==> src/rtl/o_data_pkg.sv <==
`default_nettype none
// ============================================================================
// Module      : o_data_pkg
// Description : Shared constants and channel state encoding for the GPIO
//               output drive block.
// Revision    : 1.0 - initial release
// ============================================================================
package o_data_pkg;

  // Per-pin mode field values (2'b11 behaves as level)
  localparam logic [1:0] MODE_LEVEL = 2'b00;
  localparam logic [1:0] MODE_PULSE = 2'b01;
  localparam logic [1:0] MODE_BLINK = 2'b10;

  // Shadow register write operations
  localparam logic [1:0] OP_WRITE  = 2'b00;
  localparam logic [1:0] OP_SET    = 2'b01;
  localparam logic [1:0] OP_CLEAR  = 2'b10;
  localparam logic [1:0] OP_TOGGLE = 2'b11;

  // Per-channel state encoding
  typedef enum logic [1:0] {
    ST_IDLE      = 2'b00,
    ST_PULSE     = 2'b01,
    ST_BLINK_ON  = 2'b10,
    ST_BLINK_OFF = 2'b11
  } ch_state_t;

  // Fold the reserved mode code onto level
  function automatic logic [1:0] eff_mode(input logic [1:0] m);
    return (m == 2'b11) ? MODE_LEVEL : m;
  endfunction

endpackage
`default_nettype wire

==> src/rtl/o_data_drive_out_channel.sv <==
`default_nettype none
// ============================================================================
// Module      : out_channel
// Description : One output pin: level, timed one-shot pulse or blink.
//               Pin is registered; done_pulse/auto_clr are single-cycle
//               strobes in the completion cycle.
// Revision    : 1.0 - initial release
// ============================================================================
module out_channel
  import o_data_pkg::*;
#(
  parameter int LEN_WIDTH = 16
) (
  input  logic                 clk,
  input  logic                 rst_n,
  input  logic                 enable,
  input  logic                 tick,
  input  logic                 shadow,
  input  logic [1:0]           mode,
  input  logic [LEN_WIDTH-1:0] pulse_len,
  output logic                 pin,
  output logic                 busy,
  output logic                 done_pulse,
  output logic                 auto_clr
);

  ch_state_t            r_state, w_state;
  logic [LEN_WIDTH-1:0] r_cnt, w_cnt;
  logic                 r_zero, w_zero;   // pulse was loaded with length 0
  logic                 r_prev;           // shadow seen on last enabled cycle
  logic                 r_pin, w_pin;
  logic [1:0]           w_mode;
  logic                 w_rise;
  logic                 w_cnt_zero;

  assign w_mode     = eff_mode(mode);
  assign w_rise     = shadow & ~r_prev;
  assign w_cnt_zero = (r_cnt == '0);
  assign pin        = r_pin;
  assign busy       = (r_state != ST_IDLE);

  // State register; everything freezes while enable is low
  always_ff @(posedge clk or negedge rst_n) begin
    if (!rst_n) begin
      r_state <= ST_IDLE;
      r_cnt   <= '0;
      r_zero  <= 1'b0;
      r_prev  <= 1'b0;
      r_pin   <= 1'b0;
    end else if (enable) begin
      r_state <= w_state;
      r_cnt   <= w_cnt;
      r_zero  <= w_zero;
      r_prev  <= shadow;
      r_pin   <= w_pin;
    end
  end

  // Next-state, counter and pin decode
  always_comb begin
    w_state    = r_state;
    w_cnt      = r_cnt;
    w_zero     = r_zero;
    w_pin      = r_pin;
    done_pulse = 1'b0;
    auto_clr   = 1'b0;
    if (enable) begin
      case (r_state)
        ST_IDLE: begin
          w_cnt  = '0;
          w_zero = 1'b0;
          case (w_mode)
            MODE_PULSE: begin
              w_pin = 1'b0;
              if (w_rise) begin
                w_state = ST_PULSE;
                w_cnt   = pulse_len;
                w_zero  = (pulse_len == '0);
                w_pin   = 1'b1;
              end
            end
            MODE_BLINK: begin
              w_pin = 1'b0;
              if (shadow) begin
                w_state = ST_BLINK_ON;
                w_cnt   = pulse_len;
                w_pin   = 1'b1;
              end
            end
            default: w_pin = shadow;
          endcase
        end
        ST_PULSE: begin
          if (w_mode != MODE_PULSE || !shadow) begin
            // mode change or software clear: abort without done
            w_state = ST_IDLE;
            w_cnt   = '0;
            w_zero  = 1'b0;
            w_pin   = 1'b0;
          end else if (w_cnt_zero && (tick || r_zero)) begin
            w_state    = ST_IDLE;
            w_zero     = 1'b0;
            w_pin      = 1'b0;
            done_pulse = 1'b1;
            auto_clr   = 1'b1;
          end else if (tick) begin
            w_cnt = r_cnt - LEN_WIDTH'(1);
          end
        end
        default: begin
          if (w_mode != MODE_BLINK || !shadow) begin
            w_state = ST_IDLE;
            w_cnt   = '0;
            w_pin   = 1'b0;
          end else if (tick) begin
            if (w_cnt_zero) begin
              w_state = (r_state == ST_BLINK_ON) ? ST_BLINK_OFF : ST_BLINK_ON;
              w_pin   = (r_state == ST_BLINK_ON) ? 1'b0 : 1'b1;
              w_cnt   = pulse_len;
            end else begin
              w_cnt = r_cnt - LEN_WIDTH'(1);
            end
          end
        end
      endcase
    end
  end

endmodule
`default_nettype wire

==> src/rtl/o_data_drive.sv <==
`default_nettype none
// ============================================================================
// Module      : o_data_drive
// Description : GPIO output drive: shadow register with write/set/clear/
//               toggle ops, shared slow-tick prescaler, per-pin channels,
//               sticky done flags and irq.
// Revision    : 1.0 - initial release
// ============================================================================
module o_data_drive
  import o_data_pkg::*;
#(
  parameter int NUM_PORTS      = 12,
  parameter int DATA_WIDTH     = 32,
  parameter int PRESCALE_WIDTH = 20,
  parameter int LEN_WIDTH      = 16
) (
  input  logic                   clk,
  input  logic                   rst_n,
  input  logic                   enable,
  input  logic                   wr_en,
  input  logic [1:0]             wr_op,
  input  logic [DATA_WIDTH-1:0]  wr_data,
  input  logic [2*NUM_PORTS-1:0] select_mode,
  input  logic [LEN_WIDTH-1:0]   pulse_len,
  input  logic [NUM_PORTS-1:0]   irq_mask,
  input  logic [NUM_PORTS-1:0]   clr,
  output logic [NUM_PORTS-1:0]   out_pins,
  output logic [DATA_WIDTH-1:0]  status,
  output logic                   irq
);

  logic [PRESCALE_WIDTH-1:0] r_presc;
  logic                      w_tick;
  logic [NUM_PORTS-1:0]      r_shadow, w_shadow;
  logic [NUM_PORTS-1:0]      w_wr_bits, w_op_result, w_touched;
  logic [NUM_PORTS-1:0]      r_done;
  logic [NUM_PORTS-1:0]      w_busy, w_done_pulse, w_auto_clr;
  logic                      w_unused_wr;

  assign w_wr_bits   = wr_data[NUM_PORTS-1:0];
  assign w_unused_wr = ^wr_data[DATA_WIDTH-1:NUM_PORTS];
  assign w_tick      = enable && (r_presc == '1);

  // Free-running prescaler, frozen while disabled
  always_ff @(posedge clk or negedge rst_n) begin
    if (!rst_n)      r_presc <= '0;
    else if (enable) r_presc <= r_presc + PRESCALE_WIDTH'(1);
  end

  // Shadow update: bits touched by a write take the write result,
  // untouched bits may be auto-cleared by a completing pulse
  always_comb begin
    w_op_result = r_shadow;
    w_touched   = '0;
    if (wr_en) begin
      case (wr_op)
        OP_WRITE:  begin w_op_result = w_wr_bits;             w_touched = '1;        end
        OP_SET:    begin w_op_result = r_shadow | w_wr_bits;  w_touched = w_wr_bits; end
        OP_CLEAR:  begin w_op_result = r_shadow & ~w_wr_bits; w_touched = w_wr_bits; end
        default:   begin w_op_result = r_shadow ^ w_wr_bits;  w_touched = w_wr_bits; end
      endcase
    end
    w_shadow = (w_op_result & w_touched) | (r_shadow & ~w_auto_clr & ~w_touched);
  end

  // Shadow register; writes are accepted regardless of enable
  always_ff @(posedge clk or negedge rst_n) begin
    if (!rst_n) r_shadow <= '0;
    else        r_shadow <= w_shadow;
  end

  // Sticky done flags: completion beats a coincident clear
  always_ff @(posedge clk or negedge rst_n) begin
    if (!rst_n) r_done <= '0;
    else        r_done <= (r_done & ~clr) | w_done_pulse;
  end

  for (genvar i = 0; i < NUM_PORTS; i++) begin : g_channel
    out_channel #(
      .LEN_WIDTH (LEN_WIDTH)
    ) u_channel (
      .clk        (clk),
      .rst_n      (rst_n),
      .enable     (enable),
      .tick       (w_tick),
      .shadow     (r_shadow[i]),
      .mode       (select_mode[2*i +: 2]),
      .pulse_len  (pulse_len),
      .pin        (out_pins[i]),
      .busy       (w_busy[i]),
      .done_pulse (w_done_pulse[i]),
      .auto_clr   (w_auto_clr[i])
    );
  end

  assign status = DATA_WIDTH'({r_done, w_busy});
  assign irq    = |(r_done & irq_mask);

endmodule
`default_nettype wire
==> config.mk <==
export PLATFORM = sky130hd
export DESIGN_NAME = o_data_drive
export DESIGN_NICKNAME = d
export VERILOG_FILES = /design/src/rtl/o_data_pkg.sv /design/src/rtl/o_data_drive_out_channel.sv /design/src/rtl/o_data_drive.sv
export SDC_FILE = /design/constraint.sdc
export NUM_CORES = 1
export LEC_CHECK = 0
export ABC_CLOCK_PERIOD_IN_PS = 6840
export BUFFER_PORTS_ARGS = -buffer_cell sky130_fd_sc_hd__buf_2
export CORE_ASPECT_RATIO = 0.9
export CORE_MARGIN = 2
export CORE_UTILIZATION = 60
export CTS_BUF_LIST = sky130_fd_sc_hd__clkbuf_4 sky130_fd_sc_hd__clkbuf_8 sky130_fd_sc_hd__clkbuf_16
export CTS_CLUSTER_SIZE = 8
export DETAILED_ROUTE_END_ITERATION = 16
export MAX_ROUTING_LAYER = met4
export PLACE_DENSITY = 0.9
export SLEW_MARGIN = 20
export SYNTH_ARGS = -nofsm -noshare
export SYNTH_HDL_FRONTEND = slang
export SYNTH_SLANG_ARGS = --single-unit
==> constraint.sdc <==
create_clock -name clk -period 6.84 [get_ports clk]
set_clock_uncertainty 0.1 [all_clocks]
set_input_delay 0 -clock clk [delete_from_list [all_inputs] [get_ports clk]]
set_output_delay 0 -clock clk [all_outputs]
set_load 0.02 [all_outputs]
==> results.ini <==
[setup_path]
arrival_ns = 3.63
cp_max_fo = 32
critPathRequiredTime_ns = 7.10
worstSetupEndpointType = register
crit_type = reg -> reg
startpoint_type = register

[routing]
drc_errors = 0
first_iter_violations = 2443
vias = 19900
routed_wl_um = 61400
drtPass1Iterations = 9
vias_per_cell = 6.90
wire_per_inst_um = 21.2
ant_nets = 0

[logic_synthesis]
netlist_instances = 2346
ys_ff_latch = 296
ys_async_sr_fraction_pct = 100
syn_area_per_cell_sq_um = 8.23
synthDominantCellAreaShare_pct = 38.4
synth_edf_count = 0
synthTopCellsByArea = dfrtp_1, o21ai_0, a21oi_1, ha_1, nor2_1
yosys.cell_types.count = 81
synth_top_cell_by_area = dfrtp_1
ys_warn_count = 0
synth_ff_type = dfrtp_1
seq_area_frac_synth_pct = 38.4
syn-cell-area_sq_um = 19300

[clock_tree]
numCtsBuffers = 42
clk_latency_ns = 0.56
cts_sinks = 296
clk_path_buf_depth = 3
ctsHtreeMaxLevel = 2
cts.clk_slew.worst_paths_ns = 0.05
cts_tree = built
cts_resized = 0
cts_root_buf = clkbuf_16

[global_route]
grt_pass1_vias = 19100
grt_max_degree = 181
grt_antenna_before_repair = 1
grt-ovfl-total = 0
track_usage_pct = 37.0
grt_first_pass_wirelength_um = 97700

[power_and_ir_drop]
total_power_mw = 5.49
leakage_nw = 9.55
power_density_nw_per_um2 = 251
vdd_ir_drop_max_mv = 0.269

[sta]
hold_violations = 0
setup_viol = 0
fmax_mhz = 297
rsz0062_at_grt = no
worstMarginPinSlew_ns = 1.21
fin_crit_sh_pct = 49.3
tns_ns = 0
timing.final.crit_period_ns = 3.37
slew_headroom_pct = 19.1
slew_violations = 0
setup_ws_ns = 3.47
holdWs_ns = 0.00596

[finish]
fin_nets = 2643
area_growth_pct = 13.6
layout_commonest_cell = o21ai_0
final_core_util_pct = 68.9
fin_cells = 2888
layout_common_cells = o21ai_0, dfrtp_1, nor2_1
drive_gt1_share_pct = 9.92
final_area_sq_um = 21900

[place]
post_dp_cell_area_sq_um = 19900
portBuffers = 118
dpl.hpwl_um = 37400
place.gp.congestion = 0.949
post-place-ws_ns = 3.39
placed_cells = 2755

[flow_run]
maxCapViolations = 0

[floorplan]
die_height_um = 174
core-area_sq_um = 31800
die-area_sq_um = 33600
die_w_um = 193
start_util_pct = 60.7
io_pins = 147
rows = 62

[run_status]
outcome = finished, final reports clean

[worst_hold_path]
hold_path_class = in -> async

logic make-up (layout without fill, tap and decap cells):
kind of cell             Yosys count  count (layout)  share of synthesized area (%)
AND/OR/NAND/NOR                  729             729                           19.0
other                              1               9                         0.0194
XOR/XNOR                          19              19                          0.862
multiplexers                      39              39                           2.19
buffers and inverters            284             402                           6.31
flip-flops                       296             296                           38.4
AO/OA/AOI/OAI                    907             907                           28.6
adder cells (fa/ha/maj)           71              71                           4.60
per-layer routing:
| metal | wire length [um] | vias to the layer above | part of all wire [%] | track usage [%] |
|---|---|---|---|---|
| li1 | - | 8925 | - | - |
| met1 | 22900 | 9426 | 37 | 46.8 |
| met2 | 27000 | 1241 | 44 | 54.7 |
| met3 | 7130 | 331 | 12 | 7.79 |
| met4 | 4360 | 0 | 7.1 | 22.0 |
| met5 | 0 | - | 0 | - |
synthesized netlist by cell type (all sizes together) (6+ instances only):
| cell | count |
|---|---|
| a22oi | 67 |
| o21ai | 402 |
| nor4b | 7 |
| ha | 71 |
| o41ai | 8 |
| and4 | 12 |
| buf | 47 |
| dfrtp | 296 |
| o2111ai | 10 |
| nor3 | 94 |
| or2 | 7 |
| nor4 | 46 |
| nor2b | 12 |
| or3 | 25 |
| mux2i | 13 |
| or4 | 15 |
| nand2 | 122 |
| and2 | 16 |
| o22ai | 14 |
| a221oi | 10 |
| xor2 | 8 |
| o21a | 6 |
| a32oi | 52 |
| a21oi | 193 |
| a211oi | 19 |
| nand4b | 14 |
| o211ai | 6 |
| a22o | 9 |
| nand4 | 17 |
| xnor2 | 11 |
| inv | 131 |
| a31oi | 28 |
| nor2 | 222 |
| nor3b | 13 |
| nand2b | 14 |
| o31ai | 24 |
| o2bb2ai | 9 |
| a21o | 6 |
| and3 | 16 |
| a41oi | 6 |
| mux2 | 26 |
| o221ai | 6 |
| clkbuf | 106 |
| nand3 | 63 |
state kept, by name (all words and copies together) (netlist names), named ones only:
signal,flops
g_channel.u_channel.r_cnt,192
g_channel.u_channel.r_state,24
r_presc,20
g_channel.u_channel.pin,12
g_channel.u_channel.r_prev,12
g_channel.u_channel.r_zero,12
r_done,12
worst paths after layout:
path | from | endpoint | slack, ns | cells after the start
worst max-delay path | r_presc[10]$_DFFE_PN0P_ | g_channel[9].u_channel.r_cnt[4]$_DFFE_PN0P_ | 3.47 | 7
worst min-delay path | rst_n | g_channel[2].u_channel.pin$_DFFE_PN0P_ | 0.006 | 2
worst max register to register | r_presc[10]$_DFFE_PN0P_ | g_channel[9].u_channel.r_cnt[4]$_DFFE_PN0P_ | 3.47 | 7
worst min register to register | r_presc[13]$_DFFE_PN0P_ | r_presc[13]$_DFFE_PN0P_ | 0.38 | 1
max in group asynchronous | rst_n | g_channel[9].u_channel.r_cnt[3]$_DFFE_PN0P_ | 5.14 | 3
min in group clk | select_mode[14] | g_channel[7].u_channel.pin$_DFFE_PN0P_ | 0.01 | 5
where the power goes:
part | internal, mW | switching (mW)
clock network | 1.08 | 0.778
registers | 1.93 | 0.202
logic | 0.513 | 0.993
total | 3.52 | 1.97
worst max-delay path, cell delays in order, from the launching register on:
cell and delay (ns):
dfrtp_1 0.42, and4_1 0.31, and4_1 0.54, nand2_1 0.44, buf_4 0.37, a21o_1 0.49
o21ai_0 0.34, o21ai_0 0.16
what timing repair did:
item / in CTS / in global routing
setup buffers: 0 / 0
hold buffers: 87 / 0
endpoints found under the hold margin: 284 / 0
cell type report:
class	instances	area [sq um]
multi-input cells	1773	10800
clock inverters	3	33.8
flip-flops and latches	296	7410
inverters	131	492
diodes	1	2.50
repair buffers	226	1640
well taps	416	520
fillers	2371	9880
clock buffers	42	1050
(Power assumes the default switching activity.)
